## src/rtl/mode_state_arbiter_pkg.sv

```systemverilog
// ---------------------------------------------------------------------------
// mode_state_arbiter_pkg
// Shared header for the hood mode controllers. The `define block carries the
// mode codes and default timing constants for sources that predate the
// package. The package re-exports them as typed constants plus small helpers
// used by the arbiter.
// ---------------------------------------------------------------------------
`ifndef MODE_STATE_ARBITER_DEFINES
`define MODE_STATE_ARBITER_DEFINES
`define MSA_MODE_WIDTH          3
`define MSA_MODE_OFF            3'd0
`define MSA_MODE_STANDBY        3'd1
`define MSA_MODE_LEVEL1         3'd2
`define MSA_MODE_LEVEL2         3'd3
`define MSA_MODE_LEVEL3         3'd4
`define MSA_MODE_CLEAN          3'd5
`define MSA_MODE_EXIT_DELAY     3'd6
`define MSA_CLK_TICKS_PER_SEC   100000000
`define MSA_LEVEL3_SECONDS      60
`define MSA_EXIT_DELAY_SECONDS  60
`define MSA_CLEAN_SECONDS       180
`endif

package mode_state_arbiter_pkg;

   localparam int MODE_WIDTH_DEF         = `MSA_MODE_WIDTH;
   localparam int CLK_TICKS_PER_SEC_DEF  = `MSA_CLK_TICKS_PER_SEC;
   localparam int LEVEL3_SECONDS_DEF     = `MSA_LEVEL3_SECONDS;
   localparam int EXIT_DELAY_SECONDS_DEF = `MSA_EXIT_DELAY_SECONDS;
   localparam int CLEAN_SECONDS_DEF      = `MSA_CLEAN_SECONDS;
   localparam int SEC_WIDTH_DEF          = 8;

   // Code 7 is deliberately not named: the arbiter recovers it to OFF.
   typedef enum logic [2:0] {
      MODE_OFF        = `MSA_MODE_OFF,
      MODE_STANDBY    = `MSA_MODE_STANDBY,
      MODE_LEVEL1     = `MSA_MODE_LEVEL1,
      MODE_LEVEL2     = `MSA_MODE_LEVEL2,
      MODE_LEVEL3     = `MSA_MODE_LEVEL3,
      MODE_CLEAN      = `MSA_MODE_CLEAN,
      MODE_EXIT_DELAY = `MSA_MODE_EXIT_DELAY
   } mode_e;

   // Modes that run off the seconds counter.
   function automatic logic is_timed(input mode_e m);
      logic t;
      case (m)
         MODE_LEVEL3,
         MODE_CLEAN,
         MODE_EXIT_DELAY: t = 1'b1;
         default:         t = 1'b0;
      endcase
      return t;
   endfunction

   // Resolve a level request to its target mode: the highest set bit wins.
   // A level-3 request after level 3 was used this session resolves to the
   // current mode, i.e. it is swallowed rather than falling back to a lower
   // bit.
   function automatic mode_e level_target(input logic [2:0] req,
                                          input logic       l3_used,
                                          input mode_e      cur);
      mode_e t;
      if (req[2]) begin
         if (l3_used) begin
            t = cur;
         end else begin
            t = MODE_LEVEL3;
         end
      end else if (req[1]) begin
         t = MODE_LEVEL2;
      end else if (req[0]) begin
         t = MODE_LEVEL1;
      end else begin
         t = cur;
      end
      return t;
   endfunction

endpackage

```

## src/rtl/mode_state_arbiter_if.sv

```systemverilog
// ---------------------------------------------------------------------------
// mode_state_arbiter_if
// Request/status bundle between the per-mode controllers and the arbiter.
//   master : controllers - drive the toggle pulses, read the mode status
//   slave  : arbiter     - reads the pulses, drives the mode status
// Signals: power_toggle, off_mode_toggle, standby_toggle, clean_toggle,
//          level_req[2:0]  (requests)
//          current_mode, mode_changed, remaining_seconds, level3_used (status)
// ---------------------------------------------------------------------------
interface mode_state_arbiter_if #(
   parameter int MODE_WIDTH = 3,
   parameter int SEC_WIDTH  = 8
);
   logic                  power_toggle;
   logic                  off_mode_toggle;
   logic                  standby_toggle;
   logic [2:0]            level_req;
   logic                  clean_toggle;
   logic [MODE_WIDTH-1:0] current_mode;
   logic                  mode_changed;
   logic [SEC_WIDTH-1:0]  remaining_seconds;
   logic                  level3_used;

   modport master (
      output power_toggle, off_mode_toggle, standby_toggle, level_req, clean_toggle,
      input  current_mode, mode_changed, remaining_seconds, level3_used
   );

   modport slave (
      input  power_toggle, off_mode_toggle, standby_toggle, level_req, clean_toggle,
      output current_mode, mode_changed, remaining_seconds, level3_used
   );
endinterface

```

## src/rtl/mode_state_arbiter_second_tick.sv

```systemverilog
// ---------------------------------------------------------------------------
// second_tick_generator
// Prescaler that produces a one-cycle sec_tick every CLK_TICKS_PER_SEC clocks.
// A synchronous clear restarts the count so the next second is a full one.
// Ports: clk, rstn (async active-low), clear (sync restart), sec_tick (out).
// ---------------------------------------------------------------------------
module second_tick_generator #(
   parameter int CLK_TICKS_PER_SEC = 100000000
) (
   input  logic clk,
   input  logic rstn,
   input  logic clear,
   output logic sec_tick
);
   localparam int CNT_W = (CLK_TICKS_PER_SEC > 1) ? $clog2(CLK_TICKS_PER_SEC) : 1;

   logic [CNT_W-1:0] cnt_r;
   logic             tick_s;

   // Terminal count decode of the prescaler.
   always_comb begin
      tick_s = (cnt_r == CNT_W'(CLK_TICKS_PER_SEC - 1));
   end

   assign sec_tick = tick_s;

   // Prescaler: restart on clear or on wrap.
   always_ff @(posedge clk or negedge rstn) begin
      if (!rstn) begin
         cnt_r <= {CNT_W{1'b0}};
      end else if (clear || tick_s) begin
         cnt_r <= {CNT_W{1'b0}};
      end else begin
         cnt_r <= cnt_r + CNT_W'(1);
      end
   end
endmodule

```

## src/rtl/mode_state_arbiter.sv

```systemverilog
// ---------------------------------------------------------------------------
// mode_state_arbiter
// Single owner of the hood's current_mode. Arbitrates one-cycle toggle
// requests from the mode controllers and runs the timed modes (level-3
// session limit, exit delay, self-clean) off a shared one-second tick.
// Ports:
//   clk   - system clock
//   rstn  - asynchronous active-low reset
//   bus   - slave side of mode_state_arbiter_if (requests in, status out)
// ---------------------------------------------------------------------------
module mode_state_arbiter
   import mode_state_arbiter_pkg::*;
#(
   parameter int MODE_WIDTH         = MODE_WIDTH_DEF,
   parameter int CLK_TICKS_PER_SEC  = CLK_TICKS_PER_SEC_DEF,
   parameter int LEVEL3_SECONDS     = LEVEL3_SECONDS_DEF,
   parameter int EXIT_DELAY_SECONDS = EXIT_DELAY_SECONDS_DEF,
   parameter int CLEAN_SECONDS      = CLEAN_SECONDS_DEF,
   parameter int SEC_WIDTH          = SEC_WIDTH_DEF
) (
   input logic                  clk,
   input logic                  rstn,
   mode_state_arbiter_if.slave  bus
);

   mode_e                mode_r;
   mode_e                mode_nxt_s;
   logic [SEC_WIDTH-1:0] rem_r;
   logic [SEC_WIDTH-1:0] rem_nxt_s;
   logic                 l3_used_r;
   logic                 l3_used_nxt_s;
   logic                 changed_r;
   logic                 changed_nxt_s;
   logic                 raw_tick_s;
   logic                 tick_s;
   logic                 expire_s;
   logic                 presc_clr_s;

   // Countdown load value for a mode being entered; untimed modes show 0.
   function automatic logic [SEC_WIDTH-1:0] seconds_for(input mode_e m);
      logic [SEC_WIDTH-1:0] s;
      case (m)
         MODE_LEVEL3:     s = SEC_WIDTH'(LEVEL3_SECONDS);
         MODE_EXIT_DELAY: s = SEC_WIDTH'(EXIT_DELAY_SECONDS);
         MODE_CLEAN:      s = SEC_WIDTH'(CLEAN_SECONDS);
         default:         s = {SEC_WIDTH{1'b0}};
      endcase
      return s;
   endfunction

   second_tick_generator #(
      .CLK_TICKS_PER_SEC (CLK_TICKS_PER_SEC)
   ) u_second_tick (
      .clk      (clk),
      .rstn     (rstn),
      .clear    (presc_clr_s),
      .sec_tick (raw_tick_s)
   );

   // Tick qualification: only timed modes count seconds; expiry is the tick
   // that would take the counter from 1 to 0.
   always_comb begin
      tick_s   = raw_tick_s && is_timed(mode_r);
      expire_s = tick_s && (rem_r == SEC_WIDTH'(1));
   end

   // Next-mode arbitration. Off outranks everything outside OFF; the rest
   // follows clean > L3 > L2 > L1 > standby, filtered by what each mode accepts.
   always_comb begin
      mode_nxt_s = mode_r;
      case (mode_r)
         MODE_OFF: begin
            if (bus.power_toggle) begin
               mode_nxt_s = MODE_STANDBY;
            end else begin
               mode_nxt_s = MODE_OFF;
            end
         end
         MODE_STANDBY: begin
            if (bus.off_mode_toggle) begin
               mode_nxt_s = MODE_OFF;
            end else if (bus.clean_toggle) begin
               mode_nxt_s = MODE_CLEAN;
            end else if (|bus.level_req) begin
               mode_nxt_s = level_target(bus.level_req, l3_used_r, mode_r);
            end else begin
               mode_nxt_s = mode_r;
            end
         end
         MODE_LEVEL1,
         MODE_LEVEL2: begin
            // Clean is not accepted here, so it does not mask level/standby.
            if (bus.off_mode_toggle) begin
               mode_nxt_s = MODE_OFF;
            end else if (|bus.level_req) begin
               mode_nxt_s = level_target(bus.level_req, l3_used_r, mode_r);
            end else if (bus.standby_toggle) begin
               mode_nxt_s = MODE_STANDBY;
            end else begin
               mode_nxt_s = mode_r;
            end
         end
         MODE_LEVEL3: begin
            // A user standby request takes precedence over a coincident expiry.
            if (bus.off_mode_toggle) begin
               mode_nxt_s = MODE_OFF;
            end else if (bus.standby_toggle) begin
               mode_nxt_s = MODE_EXIT_DELAY;
            end else if (expire_s) begin
               mode_nxt_s = MODE_LEVEL2;
            end else begin
               mode_nxt_s = mode_r;
            end
         end
         MODE_EXIT_DELAY,
         MODE_CLEAN: begin
            if (bus.off_mode_toggle) begin
               mode_nxt_s = MODE_OFF;
            end else if (expire_s) begin
               mode_nxt_s = MODE_STANDBY;
            end else begin
               mode_nxt_s = mode_r;
            end
         end
         default: begin
            // Illegal code: fall back to the safe state.
            mode_nxt_s = MODE_OFF;
         end
      endcase
   end

   // Countdown, level-3 session flag, change pulse and prescaler restart.
   always_comb begin
      changed_nxt_s = (mode_nxt_s != mode_r);
      rem_nxt_s     = rem_r;
      l3_used_nxt_s = l3_used_r;
      if (changed_nxt_s) begin
         rem_nxt_s = seconds_for(mode_nxt_s);
         if (mode_nxt_s == MODE_LEVEL3) begin
            l3_used_nxt_s = 1'b1;
         end else if (mode_nxt_s == MODE_OFF) begin
            l3_used_nxt_s = 1'b0;
         end else begin
            l3_used_nxt_s = l3_used_r;
         end
      end else if (!is_timed(mode_r)) begin
         rem_nxt_s = {SEC_WIDTH{1'b0}};
      end else if (tick_s) begin
         rem_nxt_s = rem_r - SEC_WIDTH'(1);
      end else begin
         rem_nxt_s = rem_r;
      end
      // Restarting on every mode change makes the first second after entry full.
      presc_clr_s = changed_nxt_s || !is_timed(mode_r);
   end

   // State and registered status outputs.
   always_ff @(posedge clk or negedge rstn) begin
      if (!rstn) begin
         mode_r    <= MODE_OFF;
         rem_r     <= {SEC_WIDTH{1'b0}};
         l3_used_r <= 1'b0;
         changed_r <= 1'b0;
      end else begin
         mode_r    <= mode_nxt_s;
         rem_r     <= rem_nxt_s;
         l3_used_r <= l3_used_nxt_s;
         changed_r <= changed_nxt_s;
      end
   end

   assign bus.current_mode      = MODE_WIDTH'(mode_r);
   assign bus.mode_changed      = changed_r;
   assign bus.remaining_seconds = rem_r;
   assign bus.level3_used       = l3_used_r;

endmodule
```

## src/flat_wrapper.sv

```systemverilog
// flat-port wrapper written by rule: the top's interface ports become plain ports
module mode_state_arbiter_flat import mode_state_arbiter_pkg::*;
#(
   parameter int MODE_WIDTH         = MODE_WIDTH_DEF,
   parameter int CLK_TICKS_PER_SEC  = CLK_TICKS_PER_SEC_DEF,
   parameter int LEVEL3_SECONDS     = LEVEL3_SECONDS_DEF,
   parameter int EXIT_DELAY_SECONDS = EXIT_DELAY_SECONDS_DEF,
   parameter int CLEAN_SECONDS      = CLEAN_SECONDS_DEF,
   parameter int SEC_WIDTH          = SEC_WIDTH_DEF
)
  (clk, rstn, bus_power_toggle, bus_off_mode_toggle, bus_standby_toggle, bus_level_req, bus_clean_toggle, bus_current_mode, bus_mode_changed, bus_remaining_seconds, bus_level3_used);
  mode_state_arbiter_if #(.MODE_WIDTH(MODE_WIDTH), .SEC_WIDTH(SEC_WIDTH)) bus_i ();
  input logic clk;
  input logic rstn;
  input wire logic [$bits(bus_i.power_toggle)-1:0] bus_power_toggle;
  input wire logic [$bits(bus_i.off_mode_toggle)-1:0] bus_off_mode_toggle;
  input wire logic [$bits(bus_i.standby_toggle)-1:0] bus_standby_toggle;
  input wire logic [$bits(bus_i.level_req)-1:0] bus_level_req;
  input wire logic [$bits(bus_i.clean_toggle)-1:0] bus_clean_toggle;
  output wire logic [$bits(bus_i.current_mode)-1:0] bus_current_mode;
  output wire logic [$bits(bus_i.mode_changed)-1:0] bus_mode_changed;
  output wire logic [$bits(bus_i.remaining_seconds)-1:0] bus_remaining_seconds;
  output wire logic [$bits(bus_i.level3_used)-1:0] bus_level3_used;
  assign bus_i.power_toggle = bus_power_toggle;
  assign bus_i.off_mode_toggle = bus_off_mode_toggle;
  assign bus_i.standby_toggle = bus_standby_toggle;
  assign bus_i.level_req = bus_level_req;
  assign bus_i.clean_toggle = bus_clean_toggle;
  assign bus_current_mode = bus_i.current_mode;
  assign bus_mode_changed = bus_i.mode_changed;
  assign bus_remaining_seconds = bus_i.remaining_seconds;
  assign bus_level3_used = bus_i.level3_used;
  mode_state_arbiter #(.MODE_WIDTH(MODE_WIDTH), .CLK_TICKS_PER_SEC(CLK_TICKS_PER_SEC), .LEVEL3_SECONDS(LEVEL3_SECONDS), .EXIT_DELAY_SECONDS(EXIT_DELAY_SECONDS), .CLEAN_SECONDS(CLEAN_SECONDS), .SEC_WIDTH(SEC_WIDTH)) u_core (.clk(clk), .rstn(rstn), .bus(bus_i));
endmodule
```

## config.mk

```make
export PLATFORM = sky130hd
export DESIGN_NAME = mode_state_arbiter_flat
export DESIGN_NICKNAME = d
export VERILOG_FILES = /design/src/rtl/mode_state_arbiter_pkg.sv /design/src/rtl/mode_state_arbiter_if.sv /design/src/rtl/mode_state_arbiter_second_tick.sv /design/src/rtl/mode_state_arbiter.sv /design/src/flat_wrapper.sv
export SDC_FILE = /design/constraint.sdc
export NUM_CORES = 1
export LEC_CHECK = 0
export ABC_AREA = 0
export BUFFER_PORTS_ARGS = -buffer_cell sky130_fd_sc_hd__clkbuf_2
export CELL_PAD_IN_SITES_DETAIL_PLACEMENT = 1
export CELL_PAD_IN_SITES_GLOBAL_PLACEMENT = 1
export CORE_UTILIZATION = 41
export DETAILED_ROUTE_END_ITERATION = 8
export GPL_TIMING_DRIVEN = 0
export PLACE_DENSITY = 0.85
export SETUP_SLACK_MARGIN = 0.5
export SLEW_MARGIN = 10
export SYNTH_ARGS = -nofsm -noshare
export SYNTH_HDL_FRONTEND = slang
export SYNTH_HIERARCHICAL = 1
export SYNTH_SLANG_ARGS = --single-unit
```

## constraint.sdc

```tcl
create_clock -name clk -period 2.8 [get_ports clk]
set_input_delay 0.28 -clock clk [delete_from_list [all_inputs] [get_ports clk]]
set_output_delay 0.28 -clock clk [all_outputs]
set_load 0.03 [all_outputs]
```

**After elaboration in Yosys (flattened, before gate mapping)**

Index checks and enable logic that the tools add are counted.

- Output and inout port bits: 13
- Memory bits (writable): 0
- Flip-flop bits (word level): 40
- Bits in latches: 0
- Bits in read-only memories: 0
- Memories: 0

- Reduce and logical (&&, ||, !) cells: 14
- Shift-type cells: 0
- Eq/ne operators: 13
- Multiplexer cells: 26
- Bitwise logic cells: 0
- Add/sub/neg operators: 2
- Div/mod/pow operators: 0
- $mul: 0
- $lt $le $gt $ge: 0

Operator list:

| operator | count |
|---|---|
| two-way mux 3 bit | 15 |
| adder 27 x 1 -> 27 bit, second input constant | 1 |
| equality test 27 bit, second input constant | 1 |
| two-way mux 27 bit | 1 |
| two-way mux 8 bit | 3 |
| equality test 3 bit, second input constant | 6 |
| case mux 8 bit (2 select lines) | 1 |
| case mux 3 bit (5 select lines) | 1 |
| equality test 8 x 1 -> 1 bit, second input constant | 1 |
| subtractor 8 x 1 -> 8 bit, second input constant | 1 |
| equality test 3 x 2 -> 1 bit, second input constant | 2 |
| zero test 3 bit | 2 |
| OR reduction 2 bit | 3 |
| OR reduction 3 bit | 2 |
| two-way mux 1 bit | 5 |
| equality test 3 x 1 -> 1 bit, second input constant | 1 |
| inequality test 3 x 1 -> 1 bit, second input constant | 1 |
| inequality test 3 bit | 1 |
| logical AND 1 bit | 2 |
| logical OR 1 bit | 2 |
| AND reduction 2 bit | 1 |
| nonzero test 2 bit | 1 |
| zero test 1 bit | 1 |

**Logic depth before layout (Yosys ltp)**

- Depth in word-level cells: 13
- Mapped depth: 14

**Modules after synthesis**

Netlist, hierarchy kept.

Modules (own cells, without submodules):

| module | cells each | seq. area each (um2) | area an instance (um2) | times used |
|---|---|---|---|---|
| second_tick_generator | 151 | 675.6 | 1417.6 | 1 |
| mode_state_arbiter | 123 | 325.3 | 1081.0 | 1 |

**Least setup slack after synthesis**

Ideal clock, no wire load.

- Path kind: register to register
- From: register u_core.u_second_tick.cnt_r[0]
- To: register u_core.l3_used_r (netlist: u_core/bus.level3_used)
- Setup time: 0.121 ns
- Period minus slack after synthesis: 2.869 ns
- Setup slack: -0.069 ns
- Data required time: 2.679 ns
- Arrival time: 2.748 ns
- Buffers on the path: 2
- Cell stages (with the launch flop): 14
- Cells stage by stage: dfrtp_1 ha_1 and2_1 clkbuf_1 nand3_1 nor3_1 clkbuf_8 and4bb_2 nand2_2 a21oi_2 a21bo_1 o211ai_2 or3b_1 a22o_1

RTL lines:

| element | line | text |
|---|---|---|
| from (decl) | mode_state_arbiter_second_tick.sv:17 | `logic [CNT_W-1:0] cnt_r;` |
| from (signal assigned) | mode_state_arbiter_second_tick.sv:30 | `cnt_r <= {CNT_W{1'b0}};` |
| from (signal assigned) | mode_state_arbiter_second_tick.sv:32 | `cnt_r <= {CNT_W{1'b0}};` |
| from (signal assigned) | mode_state_arbiter_second_tick.sv:34 | `cnt_r <= cnt_r + CNT_W'(1);` |
| equality test 27 bit * | mode_state_arbiter_second_tick.sv:22 | `tick_s = (cnt_r == CNT_W'(CLK_TICKS_PER_SEC - 1));` |
| net u_core.raw_tick_s | mode_state_arbiter.sv:34 | `logic raw_tick_s;` |
| logical AND 1 bit * | mode_state_arbiter.sv:63 | `tick_s = raw_tick_s && is_timed(mode_r);` |
| logical AND 1 bit * | mode_state_arbiter.sv:64 | `expire_s = tick_s && (rem_r == SEC_WIDTH'(1));` |
| two-way mux 3 bit | mode_state_arbiter.sv:109 | `end else if (expire_s) begin` |
| two-way mux 3 bit | mode_state_arbiter.sv:107 | `end else if (bus.standby_toggle) begin` |
| two-way mux 3 bit | mode_state_arbiter.sv:105 | `if (bus.off_mode_toggle) begin` |
| case mux 3 bit (5 select lines) * | mode_state_arbiter.sv:71 | `case (mode_r)` |
| inequality test 3 bit * | mode_state_arbiter.sv:134 | `changed_nxt_s = (mode_nxt_s != mode_r);` |
| net u_core.changed_nxt_s | mode_state_arbiter.sv:33 | `logic changed_nxt_s;` |
| AND reduction 2 bit (no source line) * | n/a |  |
| to (signal assigned) | mode_state_arbiter.sv:167 | `l3_used_r <= l3_used_nxt_s;` |
| to (decl) | mode_state_arbiter.sv:30 | `logic l3_used_r;` |

The timed path passes the listed nets; every way through them passes the cells marked *.
A chain may end at the register's enable or synchronous reset.

**Worst setup path after layout**

- From: register u_core.u_second_tick.cnt_r[21]
- To: register u_core.rem_r[2] (netlist: u_core/bus.remaining_seconds[2])

- Word-level cells in the longest chain between the ends: 11

Ends and longest elaborated chain:

| element | line | text |
|---|---|---|
| equality test 27 bit * | mode_state_arbiter_second_tick.sv:22 |  |
| net u_core.raw_tick_s | mode_state_arbiter.sv:34 |  |
| logical AND 1 bit * | mode_state_arbiter.sv:63 |  |
| logical AND 1 bit | mode_state_arbiter.sv:64 |  |
| two-way mux 3 bit | mode_state_arbiter.sv:109 |  |
| two-way mux 3 bit | mode_state_arbiter.sv:107 |  |
| two-way mux 3 bit | mode_state_arbiter.sv:105 |  |
| case mux 3 bit (5 select lines) | mode_state_arbiter.sv:71 |  |
| equality test 3 bit | mode_state_arbiter.sv:42 | `case (m)` |
| OR reduction 2 bit (no source line) | n/a |  |
| case mux 8 bit (2 select lines) | mode_state_arbiter.sv:42 |  |
| two-way mux 8 bit | mode_state_arbiter.sv:137 | `if (changed_nxt_s) begin` |
| to (signal assigned) | mode_state_arbiter.sv:161 | `rem_r <= {SEC_WIDTH{1'b0}};` |
| to (signal assigned) | mode_state_arbiter.sv:166 | `rem_r <= rem_nxt_s;` |
| to (decl) | mode_state_arbiter.sv:28 | `logic [SEC_WIDTH-1:0] rem_r;` |

Marks and branches as above.

==> flow_metrics.env <==
export IMPL_nets=346
export IMPL_synth_edf_count=0
export IMPL_violations="negative setup slack"
export IMPL_avgSynthCellArea_sq_um=9.12
export IMPL_yosys_warnings=6
export IMPL_skew_ns=0.0127
export IMPL_grt_pass1_wl_um=12900
export IMPL_period_share=1.02
export IMPL_insertedDiodeCount=0
export IMPL_wl_per_cell_um=19.8
export IMPL_synth_top_cell_area_share=0.401
export IMPL_total_power_mw=2.03
export IMPL_synth_top_flop_cell="dfrtp_1"
export IMPL_cp_max_fo=7
export IMPL_p_switching_mw=0.850
export IMPL_grt_usage=0.265
export IMPL_cp_required_ns=3.02
export IMPL_critPathLaunchType="flip-flop"
export IMPL_worst_slew_pin_slew_ns=1.05
export IMPL_clkTransAtPathRegs_ns=0.08
export IMPL_critPathArrivalTime_ns=3.07
export IMPL_die_width_um=80.1
export IMPL_syn_cell_area_sq_um=2500
export IMPL_setup_viol=3
export IMPL_cts_buffer_depth=2
export IMPL_maxCapViolations=0
export IMPL_power_per_cell_area_nw_per_um2=623
export IMPL_drt_total_wl_um=8080
export IMPL_setup_slack_ns=-0.0489
export IMPL_htreeDepth=2
export IMPL_p_seq_frac=0.355
export IMPL_multi_input_area_sq_um=1560
export IMPL_p_int_mw=1.18
export IMPL_die_h_um=80.1
export IMPL_synthArstFlopShare=1.00
export IMPL_dr_total_vias=2489
export IMPL_first_pass_iters=4
export IMPL_numCtsBuffers=5
export IMPL_hold_viol=0
export IMPL_grt_pass1_vias=2577
export IMPL_tritoncts="built"
export IMPL_hold_slack_ns=0.150
export IMPL_drc=0
export IMPL_mostFrequentLayoutCells="dfrtp_1 (38), nor2_1 (30), buf_4 (27)"
export IMPL_area_delta_synth_final_pct=30.4
export IMPL_path_buf_inv=2
export IMPL_drt_iter0_markers=94
export IMPL_share_comb_of_total_power=0.461
export IMPL_crit_chain="and4_4 > nand4_1 > nor3_4 > clkbuf_8 > and4bb_4 > nand2_4 > a32oi_2 > o22ai_4 > a2111oi_4 > buf_4 > nor4_1 > nor3_1"
export IMPL_rows=28
export IMPL_status="complete, but fails checks"
export IMPL_port_buffers=21
export IMPL_cts_root_buf="clkbuf_8"
export IMPL_synth_cells=274
export IMPL_seq_area_sq_um=1000
export IMPL_ir_drop_mv=0.490
export IMPL_fmax_mhz=351
export IMPL_dpl_hpwl_um=4760
export IMPL_viasPerCell=6.09
export IMPL_synth_top_area_cell="dfrtp_1"
export IMPL_io_pins=22
export IMPL_num_fill_cells=705
export IMPL_layout_commonest_cell="dfrtp_1"
export IMPL_final_min_clock_period_ns=2.85
export IMPL_hold_class="in2async"
export IMPL_switching_share=0.419
export IMPL_ant_nets=0
export IMPL_grt_antenna_before_repair=0
export IMPL_yosysSeqAreaShare=0.401
export IMPL_die_area_sq_um=6410
export IMPL_p_clk_frac=0.184
export IMPL_gp_congestion=0.816
export IMPL_synth_area_leaders="dfrtp_1 (40%), nor2_1 (5.1%), a21oi_1 (4.2%), xor2_1 (2.8%), nand4_1 (2.5%)"
export IMPL_crit_family="simple AND/OR/NAND/NOR gates"
export IMPL_p_leak_nw=1.31
export IMPL_cts_sinks=40
export IMPL_grt_max_degree=41
export IMPL_grt_overflow_total=0
export IMPL_path_class="reg2reg"
export IMPL_cp_end_kind="flip-flop"
export IMPL_synth_cell_types=62
export IMPL_synth_nets=286
export IMPL_clock_latency_ns=0.30
export IMPL_initial_utilization=0.425
export IMPL_drive_gt1_frac=0.335
export IMPL_slew_headroom=0.303
export IMPL_core_area_sq_um=5890
export IMPL_ys_seq_elements=40
export IMPL_finalMaxSlewViolations=0
export IMPL_slowest_stage="dfrtp_1"
export IMPL_slowest_delay_ns=0.42
export IMPL_dp_slack_ns=-0.361
export IMPL_rsz0062_at_grt="true"
power by group through the flow:
stage	Combinational (mW)	Clock, mW	Sequential (mW)
floorplan	0.436	0	0.800
global placement	0.686	0	0.721
detailed placement	0.706	0	0.724
CTS	0.877	0.382	0.714
global route	0.990	0.398	0.727
finish	0.936	0.374	0.720
Yosys cell counts, types with 2 or more instances:
cell and count:
clkbuf_8 3, buf_2 4, and2_1 2, nor2_1 34, o211ai_1 2, nand2b_1 4
a21oi_1 21, xnor2_1 6, or3_1 7, dfrtp_1 40, nand4_1 10, and4_1 2
ha_1 3, a31oi_1 3, nor4_1 5, inv_1 12, and3_1 3, and3_2 2
nor3_1 10, o31ai_1 6, clkbuf_1 3, o21ai_0 12, nor3b_1 2, nand2_1 15
or4_1 6, a22oi_1 2, a211oi_1 3, nor4b_1 2, nand3_1 10, xor2_1 8
per-layer routing:
layer | share of wire | vias up | track usage
met5 | 0 | - | 0
met4 | 0.032 | 0 | 0.123
met3 | 0.029 | 23 | 0.0432
met2 | 0.51 | 61 | 0.460
met1 | 0.43 | 1269 | 0.321
li1 | - | 1136 | -
worst paths after layout:
check                                                from  slack (ns)                               to  cells after the start
hold reg to reg            u_core/u_second_tick/cnt_r[23]        0.56   u_core/u_second_tick/cnt_r[23]                      2
max in group asynchronous                            rstn        1.93   u_core/u_second_tick/cnt_r[12]                      1
hold / removal                                       rstn        0.15  u_core/bus.remaining_seconds[5]                      1
setup reg to reg           u_core/u_second_tick/cnt_r[21]       -0.05  u_core/bus.remaining_seconds[2]                     12
setup / recovery           u_core/u_second_tick/cnt_r[21]       -0.05  u_core/bus.remaining_seconds[2]                     12
min in group clk                      bus_off_mode_toggle        0.40       u_core/bus.current_mode[1]                      4
through the flow:
| step | instances | cell area (sq um) | utilization | TNS (ns) |
|---|---|---|---|---|
| 2_1_floorplan | 274 | 2540 | - | 0 |
| 3_3_place_gp | 370 | 2740 | 0.465 | -4.90 |
| 3_5_place_dp | 370 | 2740 | 0.465 | -6.89 |
| 4_1_cts | 402 | 3190 | 0.541 | -0.261 |
| 5_1_grt | 409 | 3260 | 0.554 | -0.973 |
| 6_report | 409 | 3260 | 0.554 | -0.119 |
flip-flops by register name, indices dropped and copies added (netlist names):
signal / cells
u_core/bus.level3_used: 1
u_core/bus.current_mode: 3
u_core/bus.remaining_seconds: 8
u_core/bus.mode_changed: 1
u_core/u_second_tick/cnt_r: 27
cell families (layout without fill, tap and decap cells):
kind of cell	after synthesis	count (layout)	share of synthesized area
and+or+nand+nor	124	124	0.281
AOI/OAI and AO/OA	71	71	0.207
DFF	40	40	0.401
buffers and inverters	22	82	0.0471
xor gates and xnor gates	14	14	0.0491
adders and majority gates	3	3	0.0150
layout make-up:
cell class | instances | area share
Buffer | 10 | 0.0300
Clock buffer | 6 | 0.0223
Clock inverter | 1 | 0.00154
Inverter | 12 | 0.0138
Multi-Input combinational cell | 212 | 0.480
Sequential cell | 40 | 0.308
Tap cell | 75 | 0.0288
Timing Repair Buffer | 53 | 0.116
timing repair:
action                     4_1_cts  5_1_grt
setup endpoints to repair       40       40
setup buffers                   23        7
gates resized for setup         44        5
hold buffers                     0        0
pin swaps                       15        3
gates cloned                     2        0
(Power assumes the default switching activity.)
